<file path="src/rtl/uart_autobaud.sv">
// Receive front end for uart_rx: synchronises and glitch-filters RXD, owns
// baud_rate_param, and measures the bit period from a 0x55 sync character.
module uart_autobaud #(
  parameter logic [15:0] DEFAULT_PARAM = 16'd433,
  parameter logic [15:0] MIN_PARAM     = 16'd7
) (
  input  logic        clk,
  input  logic        reset_n,
  input  logic        rxd_pad,
  input  logic        param_wr,
  input  logic [15:0] param_wdata,
  input  logic        abr_start,
  input  logic        abr_abort,
  output logic        rxd_in,
  output logic [15:0] baud_rate_param,
  output logic        rx_hold,
  output logic        abr_busy,
  output logic        abr_done,
  output logic        abr_error
);

  typedef enum logic [1:0] {IDLE, ARMED, MEASURE, WAIT_STOP} state_t;

  localparam logic [17:0] ICNT_MAX = 18'h3FFFF;

  state_t      state;
  logic        q1, q2, h1, h2, rxd_in_d;
  logic [17:0] icnt;
  logic [17:0] i1;
  logic [1:0]  k;
  logic [19:0] sum;

  logic        fall;
  logic [17:0] diff;
  logic        jitter_bad;
  logic [19:0] p_full;
  logic        p_bad;

  // Valid/ready does not apply here: abr_start is a one-cycle request taken
  // only in IDLE; abr_done/abr_error are one-cycle completion pulses.

  assign fall       = rxd_in_d & ~rxd_in;
  assign diff       = (icnt >= i1) ? (icnt - i1) : (i1 - icnt);
  assign jitter_bad = diff > {2'b00, i1[17:2]};
  assign p_full     = ((sum + 20'd4) >> 3) - 20'd1;
  assign p_bad      = (p_full > 20'h0FFFF) || (p_full < {4'd0, MIN_PARAM});
  assign abr_busy   = (state != IDLE);
  assign rx_hold    = abr_busy;

  // Majority of three consecutive samples removes single-cycle glitches while
  // keeping a constant four-edge latency, so measured intervals stay exact.
  always_ff @(posedge clk or negedge reset_n) begin
    if (!reset_n) begin
      q1       <= 1'b1;
      q2       <= 1'b1;
      h1       <= 1'b1;
      h2       <= 1'b1;
      rxd_in   <= 1'b1;
      rxd_in_d <= 1'b1;
    end else begin
      q1       <= rxd_pad;
      q2       <= q1;
      h1       <= q2;
      h2       <= h1;
      rxd_in   <= (q2 & h1) | (q2 & h2) | (h1 & h2);
      rxd_in_d <= rxd_in;
    end
  end

  always_ff @(posedge clk or negedge reset_n) begin
    if (!reset_n) begin
      state           <= IDLE;
      baud_rate_param <= DEFAULT_PARAM;
      abr_done        <= 1'b0;
      abr_error       <= 1'b0;
      icnt            <= 18'd0;
      i1              <= 18'd0;
      k               <= 2'd0;
      sum             <= 20'd0;
    end else begin
      abr_done  <= 1'b0;
      abr_error <= 1'b0;
      if (state != IDLE && abr_abort) begin
        abr_error <= 1'b1;
        state     <= IDLE;
      end else begin
        case (state)
          IDLE: begin
            if (param_wr) baud_rate_param <= param_wdata;
            if (abr_start) state <= ARMED;
          end
          ARMED: begin
            if (fall) begin
              icnt  <= 18'd1;
              k     <= 2'd0;
              sum   <= 20'd0;
              state <= MEASURE;
            end
          end
          MEASURE: begin
            if (fall) begin
              icnt <= 18'd1;
              k    <= k + 2'd1;
              if (k == 2'd0) begin
                i1  <= icnt;
                sum <= {2'b00, icnt};
              end else if (jitter_bad) begin
                abr_error <= 1'b1;
                state     <= IDLE;
              end else begin
                sum <= sum + {2'b00, icnt};
                if (k == 2'd3) state <= WAIT_STOP;
              end
            end else if (icnt == ICNT_MAX) begin
              abr_error <= 1'b1;
              state     <= IDLE;
            end else begin
              icnt <= icnt + 18'd1;
            end
          end
          WAIT_STOP: begin
            if (rxd_in) begin
              if (p_bad) begin
                abr_error <= 1'b1;
              end else begin
                baud_rate_param <= p_full[15:0];
                abr_done        <= 1'b1;
              end
              state <= IDLE;
            end else if (icnt == ICNT_MAX) begin
              abr_error <= 1'b1;
              state     <= IDLE;
            end else begin
              icnt <= icnt + 18'd1;
            end
          end
          default: state <= IDLE;
        endcase
      end
    end
  end

endmodule

</file>
<file path="config.mk">
export PLATFORM = sky130hd
export DESIGN_NAME = uart_autobaud
export DESIGN_NICKNAME = d
export VERILOG_FILES = /design/src/rtl/uart_autobaud.sv
export SDC_FILE = /design/constraint.sdc
export NUM_CORES = 1
export LEC_CHECK = 0
export CAP_MARGIN = 25
export CORE_UTILIZATION = 56
export DETAILED_ROUTE_END_ITERATION = 16
export GPL_TIMING_DRIVEN = 0
export PLACE_DENSITY = 0.78
export SKIP_CTS_REPAIR_TIMING = 1
export SYNTH_ARGS = -nofsm -noshare
export SYNTH_HDL_FRONTEND = slang
export SYNTH_SLANG_ARGS = --single-unit
export TNS_END_PERCENT = 20
</file>
<file path="constraint.sdc">
create_clock -name clk -period 5.66 [get_ports clk]
set_clock_uncertainty 0.1 [all_clocks]
set_input_delay 1.132 -clock clk [delete_from_list [all_inputs] [get_ports clk]]
set_output_delay 1.132 -clock clk [all_outputs]
set_load 0.005 [all_outputs]
</file>
==> impl_results.md, run 1 <==
- Outcome: finished clean
- Total of warnings raised by yosys: 0
- PortBufs: 42
- Post-route ant nets: 0
- Antenna cells: 0
- Pwr Density: 666 nW/µm²
- Iter 0 DRT Violations: 617
- CTS tree: done
- Root Driver: clkbuf_16
- MaxCap Viol Count: 0
- Slew @ Worst Pin: 0.984 ns
- Layout cell share with drive strength beyond 1: 12.9%
- Net Sw Frac: 47.2%
- Area growth syn-to-layout: 13.5%
- Synthesized Nets: 1082
- Grt ovf: 0
- Final setup viols: 0
- Mapped Area: 8200 µm²
- Final Max Slew Viols: 0
- Chip height: 123 µm
- Area leader, netlist: dfrtp_1
- Detailed Place HPWL: 16100 µm
- Worst Path Arrival: 5.59 ns
- Final Hold Viols: 0
- Gpl congestion: 0.934
- Int Power: 3270 µW
- Vias in the first global route: 6936
- GRT Overall Usage: 28.5%
- Area after DPL: 8860 µm²
- Max Fanout on Critical Path: 10
- Clock Power Share: 9.5%
- Post-synth EDFFs: 0
- Sw power: 2920 µW
- CP Capture Type: flip-flop
- Post-synthesis sequential area ratio: 25.8%
- Most frequent cells in the layout: nand2_1 (95), o21ai_0 (81), inv_1 (73), ha_1 (69), dfrtp_1 (63)
- Largest cells by area after synthesis: dfrtp_1 (22%), ha_1 (12%), xnor2_1 (5.5%)
- IO Pins: 43
- Worst hold path class: reg2reg
- Hold Worst Slack: 0.256 ns
- Yosys reg bits: 84
- FFs w/ async S/R, synth: 100%
- P_leak: 0.00411 µW
- TritonCTS buffer count: 9
- Share of the synthesized area in the top cell type: 22.3%
- Clk sinks: 84
- Vias: 7488
- Fin nets: 1133
- Share of power burned in registers: 14.9%
- Worst slew margin: 34.2%
- Tmin final: 5.48 ns
- Post-Syn Instances: 979
- Max Fclk: 182 MHz
- Cell variety after synth: 78
- Die Footprint: 15100 µm²
- CP Data Required Time: 5.77 ns
- Largest net degree at the start of global routing: 44
- Core Area: 14100 µm²
- Total Wirelength: 21000 µm
- Die width: 123 µm
- Clock-pin transition on the worst setup and hold timing paths: 0.07 ns
- Post-route cell area: 9300 µm²
- Peak VDD IR: 0.423 mV
- Most common cell after layout, fill and taps aside: nand2_1
- Per-cell routed wire length: 17.3 µm
- CP Launch Type: flip-flop
- Vias/cell: 6.16
- Primary FF master, synth: dfrtp_1
- Residual DRC: 0
- Syn Area/Cell: 8.37 µm²
- Kind of critical path: reg2reg
- Final core utilization: 66.0%
- Row count: 43
- H-tree lvl count: 3
- First-pass GRT wire length: 34000 µm
- Final period util: 96.8%
- Skew-Pair Late Insertion Delay: 0.35 ns
- Overall Power: 6190 µW
- Post-route setup TNS: 0 ns
- Combinational cell fraction of total power: 75.6%
- Initial core utilization: 58.1%
- Drt pass-1 iters: 5
- Antenna violations before repair: 0
- CTS Buffer Depth: 2
==> per-layer routing <==
layer | vias to the layer above | part of all wire (%) | global-route usage, %
met2 | 251 | 45 | 44.6
met3 | 32 | 6.2 | 4.11
li1 | 3622 | - | -
met4 | 0 | 1.4 | 6.78
met5 | - | 0 | 0
met1 | 3583 | 47 | 41.5
==> final cells by class <==
cell class	instances	area (µm²)
inverters	75	282
well taps	180	225
multi-input cells	770	5670
repair buffers	50	490
fillers	1187	4800
clock inverters	5	43.8
clock buffers	11	253
flip-flops and latches	84	2130
plain buffers	40	213
==> worst paths after layout <==
kind / startpoint / end / slack (ns) / cells after the start
max: icnt[3]$_DFFE_PN0P_ / sum[7]$_DFFE_PN0P_ / 0.18 / 23
min: q1$_DFF_PN1_ / q2$_DFF_PN1_ / 0.26 / 0
max reg2reg: icnt[3]$_DFFE_PN0P_ / sum[7]$_DFFE_PN0P_ / 0.18 / 23
min reg2reg: q1$_DFF_PN1_ / q2$_DFF_PN1_ / 0.26 / 0
max in group asynchronous: reset_n / baud_rate_param[5]$_DFFE_PN1P_ / 4.10 / 2
min in group asynchronous: reset_n / i1[17]$_DFFE_PN0P_ / 0.67 / 1
==> cells in the mapped netlist, types with 5 or more instances <==
cell and count:
a211oi_1 6, a21o_1 28, a21oi_1 63, a31oi_1 8, and2_1 8, and3_1 10, and4_1 8, buf_2 5
clkbuf_1 36, dfrtp_1 73, dfstp_2 11, ha_1 78, inv_1 74, mux2_2 27, mux2_4 9, mux2i_1 30
nand2_1 95, nand2b_1 8, nand3_1 29, nand4_1 25, nor2_1 48, nor2b_1 8, nor3_1 17, nor4_1 9
o211ai_1 10, o21a_1 8, o21ai_0 82, o21bai_1 5, or3_1 5, xnor2_1 51, xor2_1 20
==> kinds of logic (layout without fill, tap and decap cells) <==
logic type               count (synthesis)  after routing  synth area share [%]
flip-flops                              84             84                  25.8
multiplexers                            67             67                  9.30
buffers and inverters                  125            181                  6.23
AO/OA/AOI/OAI                          263            263                  20.8
AND/OR/NAND/NOR                        287            287                  17.5
XOR/XNOR                                71             71                  7.59
adder cells (fa/ha/maj)                 82             82                  12.8
==> registers in the layout (all words and copies together) (netlist names) <==
name             flops
icnt                18
i1                  18
h2                   1
h1                   1
abr_done             1
k                    2
rxd_in               1
q1                   1
rxd_in_d             1
baud_rate_param     16
sum                 20
abr_error            1
state                2
q2                   1
==> worst max-delay path: stages (launching register included) <==
cell and delay (ns):
dfrtp_2 0.45, inv_1 0.14, ha_2 0.35, a21o_1 0.23, a221oi_4 0.35, a21oi_2 0.12
and3_1 0.23, o21ai_2 0.22, buf_6 0.20, buf_6 0.18, mux2i_1 0.23, xnor2_1 0.15
ha_1 0.26, a21o_1 0.17, a21o_1 0.17, a221oi_1 0.33, o21ai_0 0.16, a211oi_1 0.24
a41oi_1 0.12, a21oi_2 0.22, o21bai_1 0.09, buf_2 0.22, buf_4 0.24, mux2i_1 0.14
==> stage by stage <==
step	setup slack [ns]	instances
2_1_floorplan	0.245	979
3_3_place_gp	-1.15	1201
3_5_place_dp	-1.24	1202
4_1_cts	-1.27	1218
5_1_grt	-0.0268	1215
6_report	0.178	1215
==> power by group through the flow <==
stage / sequential [µW] / combinational (µW) / clock, µW
3_3_place_gp: 920 / 4290 / 0
3_5_place_dp: 928 / 4390 / 0
5_1_grt: 944 / 5080 / 618
4_1_cts: 918 / 4430 / 596
6_report: 922 / 4680 / 590
2_1_floorplan: 894 / 3330 / 0
No activity file was read; power rests on OpenSTA's default activity.
==> run 2, diff against run 1 <==
--- a/config.mk
+++ b/config.mk
@@ -6,10 +6,10 @@
 export NUM_CORES = 1
 export LEC_CHECK = 0
 export CAP_MARGIN = 25
-export CORE_UTILIZATION = 56
+export CORE_UTILIZATION = 62
 export DETAILED_ROUTE_END_ITERATION = 16
 export GPL_TIMING_DRIVEN = 0
-export PLACE_DENSITY = 0.78
+export PLACE_DENSITY = 0.82
 export SKIP_CTS_REPAIR_TIMING = 1
 export SYNTH_ARGS = -nofsm -noshare
 export SYNTH_HDL_FRONTEND = slang
==> constraint.sdc (replaced) <==
create_clock -name clk -period 6.25 [get_ports clk]
set_clock_uncertainty 0.1 [all_clocks]
set_input_delay 1.25 -clock clk [delete_from_list [all_inputs] [get_ports clk]]
set_output_delay 1.25 -clock clk [all_outputs]
set_load 0.005 [all_outputs]
==> run 2 against run 1 <==
Net effect: hold slack gained 0.0010 ns; design area down 1.3%; largest cell class unchanged; first-iteration DRC count is 6.2% higher; wire length down 0.28%; sequential share of layout area grew 0.17 points; critical path depth unchanged; global-route usage grew 3.7 points.
==> impl_results.md, run 2 (synthesis results as in run 1) <==
- Outcome: finished clean
- TritonCTS buffer count: 9 (unchanged)
- PortBufs: 42 (unchanged)
- Antenna cells: 0 (unchanged)
- Kind of critical path: reg2reg
- Net Sw Frac: 47.2% (about the same)
- IO Pins: 43 (unchanged)
- CP Capture Type: flip-flop
- Root Driver: clkbuf_16
- Residual DRC: 0 (unchanged)
- Combinational cell fraction of total power: 75.7% (about the same)
- Most common cell after layout, fill and taps aside: nand2_1
- Clock Power Share: 9.0% (-0.5 points)
- Area growth syn-to-layout: 12.0%
- Final Hold Viols: 0 (unchanged)
- Ordered cell list for the critical path: inv_1 -> ha_1 -> clkbuf_1 -> and4_1 -> a211oi_1 -> a21oi_1 -> and3_1 -> o21ai_1 -> buf_4 -> clkbuf_4 -> mux2i_1 -> xnor2_1 -> ha_1 -> a21o_1 -> a21o_1 -> a221oi_1 -> o21ai_0 -> a211oi_1 -> a41oi_1 -> a21oi_2 -> clkbuf_1 -> a41o_1 -> o221ai_1
- Clock-pin transition on the worst setup and hold timing paths: 0.06 ns (about the same)
- MaxCap Viol Count: 0 (unchanged)
- Most flop-heavy register: sum
- Slowest CP cell: dfrtp_1
- H-tree lvl count: 3 (unchanged)
- Largest net degree at the start of global routing: 44 (unchanged)
- Grt ovf: 0 (unchanged)
- P_leak: 0.00410 µW (-0.20%)
- Iter 0 DRT Violations: 655 (+6.2%)
- Row count: 41 (-4.7%)
- Detailed Place HPWL: 16000 µm (-0.69%)
- Per-cell routed wire length: 17.3 µm (about the same)
- Non-Filler Instances: 1211 (-0.33%)
- Drt pass-1 iters: 5 (unchanged)
- Fin nets: 1137 (+0.35%)
- Layout cell share with drive strength beyond 1: 9.82% (-3.0 points)
- Antenna violations before repair: 0 (unchanged)
- Clk sinks: 84 (unchanged)
- Die width: 117 µm (-4.9%)
- R2R Setup Slk: 0.42 ns (+0.24 ns)
- Post-route ant nets: 0 (unchanged)
- CTS Buffer Depth: 2 (unchanged)
- Chip height: 117 µm (-4.9%)
- RSZ-0062 raised after global routing: no
- Final Max Slew Viols: 0 (unchanged)
- Worst slew margin: 35.7% (+1.5 points)
- Sw power: 2570 µW (-12%)
- Post-route setup TNS: 0 ns (unchanged)
- Worst hold path class: reg2reg
- GRT Overall Usage: 32.3% (+3.7 points)
- Worst Path Arrival: 5.95 ns (+0.36 ns)
- Peak VDD IR: 0.379 mV (-10%)
- Final setup viols: 0 (unchanged)
- Cells after DPL: 1194 (-0.67%)
- Max Fclk: 172 MHz (-6.0%)
- Final period util: 93.3% (-3.6 points)
- Max Fanout on Critical Path: 10 (unchanged)
- Slew @ Worst Pin: 0.962 ns (-0.0222 ns)
- Crit-path max cell delay: 0.46 ns (about the same)
- Int Power: 2880 µW (-12%)
- Share of power burned in registers: 15.3% (+0.4 points)
- Vias: 7532 (+0.59%)
- CTS tree: done
- CP Data Required Time: 6.37 ns (+0.60 ns)
- Gpl congestion: 0.950 (+1.7%)
- Skew-Pair Late Insertion Delay: 0.35 ns (about the same)
- Most frequent cells in the layout: nand2_1 (95), o21ai_0 (81), ha_1 (78), inv_1 (74), dfrtp_1 (72)
- Total Wirelength: 21000 µm (-0.28%)
- Die Footprint: 13700 µm² (-9.5%)
- Top Registers: sum: 20 flops, i1: 18 flops, icnt: 18 flops
- First-pass GRT wire length: 34400 µm (+1.3%)
- Tmin final: 5.83 ns (+0.348 ns)
- Max FFs per register: 20 (unchanged)
- Vias/cell: 6.22 (+0.92%)
- CP Launch Type: flip-flop
- Initial core utilization: 64.2% (+6.0 points)
- Pwr Density: 593 nW/µm² (-11%)
- Core Area: 12800 µm² (-9.4%)
- Vias in the first global route: 6861 (-1.1%)
## run 2: changes by cell type in the layout (fill, tap and decap cells not counted), sizes merged
cell / before / now
buf: 25 / 21
inv: 76 / 74
clkbuf: 35 / 45
## run 2: routing by layer
layer  global-route usage, %  routed length, µm  vias to the layer above
met5                       0                  0                        -
met4                    5.82                161                        0
met3                    4.84               1380                       20
met2                    51.2               9440                      263
met1                    47.1               9980                     3617
li1                        -                  -                     3632
## run 2: critical path: cells and delay by family (launching register included)
kind            cells  cell delay, ns
simple gates        2            0.48
xor+xnor            1            0.15
flops               1            0.46
buf+inv             5            1.21
fa+ha+maj           2            0.58
compound gates     12            2.48
mux                 1            0.23
## run 2: power by group through the flow
stage | clock, µW | combinational (µW) | sequential [µW]
floorplan | 0 | 3020 | 809
global placement | 0 | 3850 | 833
detailed placement | 0 | 3930 | 839
CTS | 497 | 3960 | 830
global route | 518 | 4550 | 853
finish | 493 | 4120 | 832
## run 2: final timing paths
kind / startpoint / endpoint / cells after the start
setup / recovery: icnt[3]$_DFFE_PN0P_ / state[1]$_DFFE_PN0P_ / 23
hold / removal: q1$_DFF_PN1_ / q2$_DFF_PN1_ / 0
max in group asynchronous: reset_n / baud_rate_param[8]$_DFFE_PN1P_ / 2
setup reg to reg: icnt[3]$_DFFE_PN0P_ / state[1]$_DFFE_PN0P_ / 23
hold reg to reg: q1$_DFF_PN1_ / q2$_DFF_PN1_ / 0
min in group asynchronous: reset_n / i1[17]$_DFFE_PN0P_ / 1
## run 2: cell type report
type	count	area [µm²]
Buffer	47	230
Clock buffer	13	250
Clock inverter	3	15.0
Fill cell	988	3590
Inverter	75	282
Multi-Input combinational cell	770	5600
Sequential cell	84	2120
Tap cell	172	215
Timing Repair Buffer	47	473
## run 2: stage by stage
| step | hold slack [ns] | worst slack (ns) | power, µW | utilization (%) | area (µm²) |
|---|---|---|---|---|---|
| final | 0.257 | 0.420 | 5450 | 71.9 | 9180 |
| after global placement | 0.247 | -0.461 | 4690 | 69.1 | 8830 |
| after global routing | 0.263 | 0.00729 | 5920 | 71.9 | 9180 |
| after detailed placement | 0.248 | -0.525 | 4770 | 69.4 | 8860 |
| after floorplan | 0.245 | 0.835 | 3830 | - | 8200 |
| after CTS | 0.258 | -0.557 | 5290 | 71.5 | 9130 |
==> run 3, diff against run 2 <==
--- a/config.mk
+++ b/config.mk
@@ -7,6 +7,7 @@
 export LEC_CHECK = 0
 export CAP_MARGIN = 25
 export CORE_UTILIZATION = 62
+export CTS_CLUSTER_SIZE = 14
 export DETAILED_ROUTE_END_ITERATION = 16
 export GPL_TIMING_DRIVEN = 0
 export PLACE_DENSITY = 0.82
==> results of run 3 <==
Same layout as run 2: the final DEF is identical, and so are final timing and power.
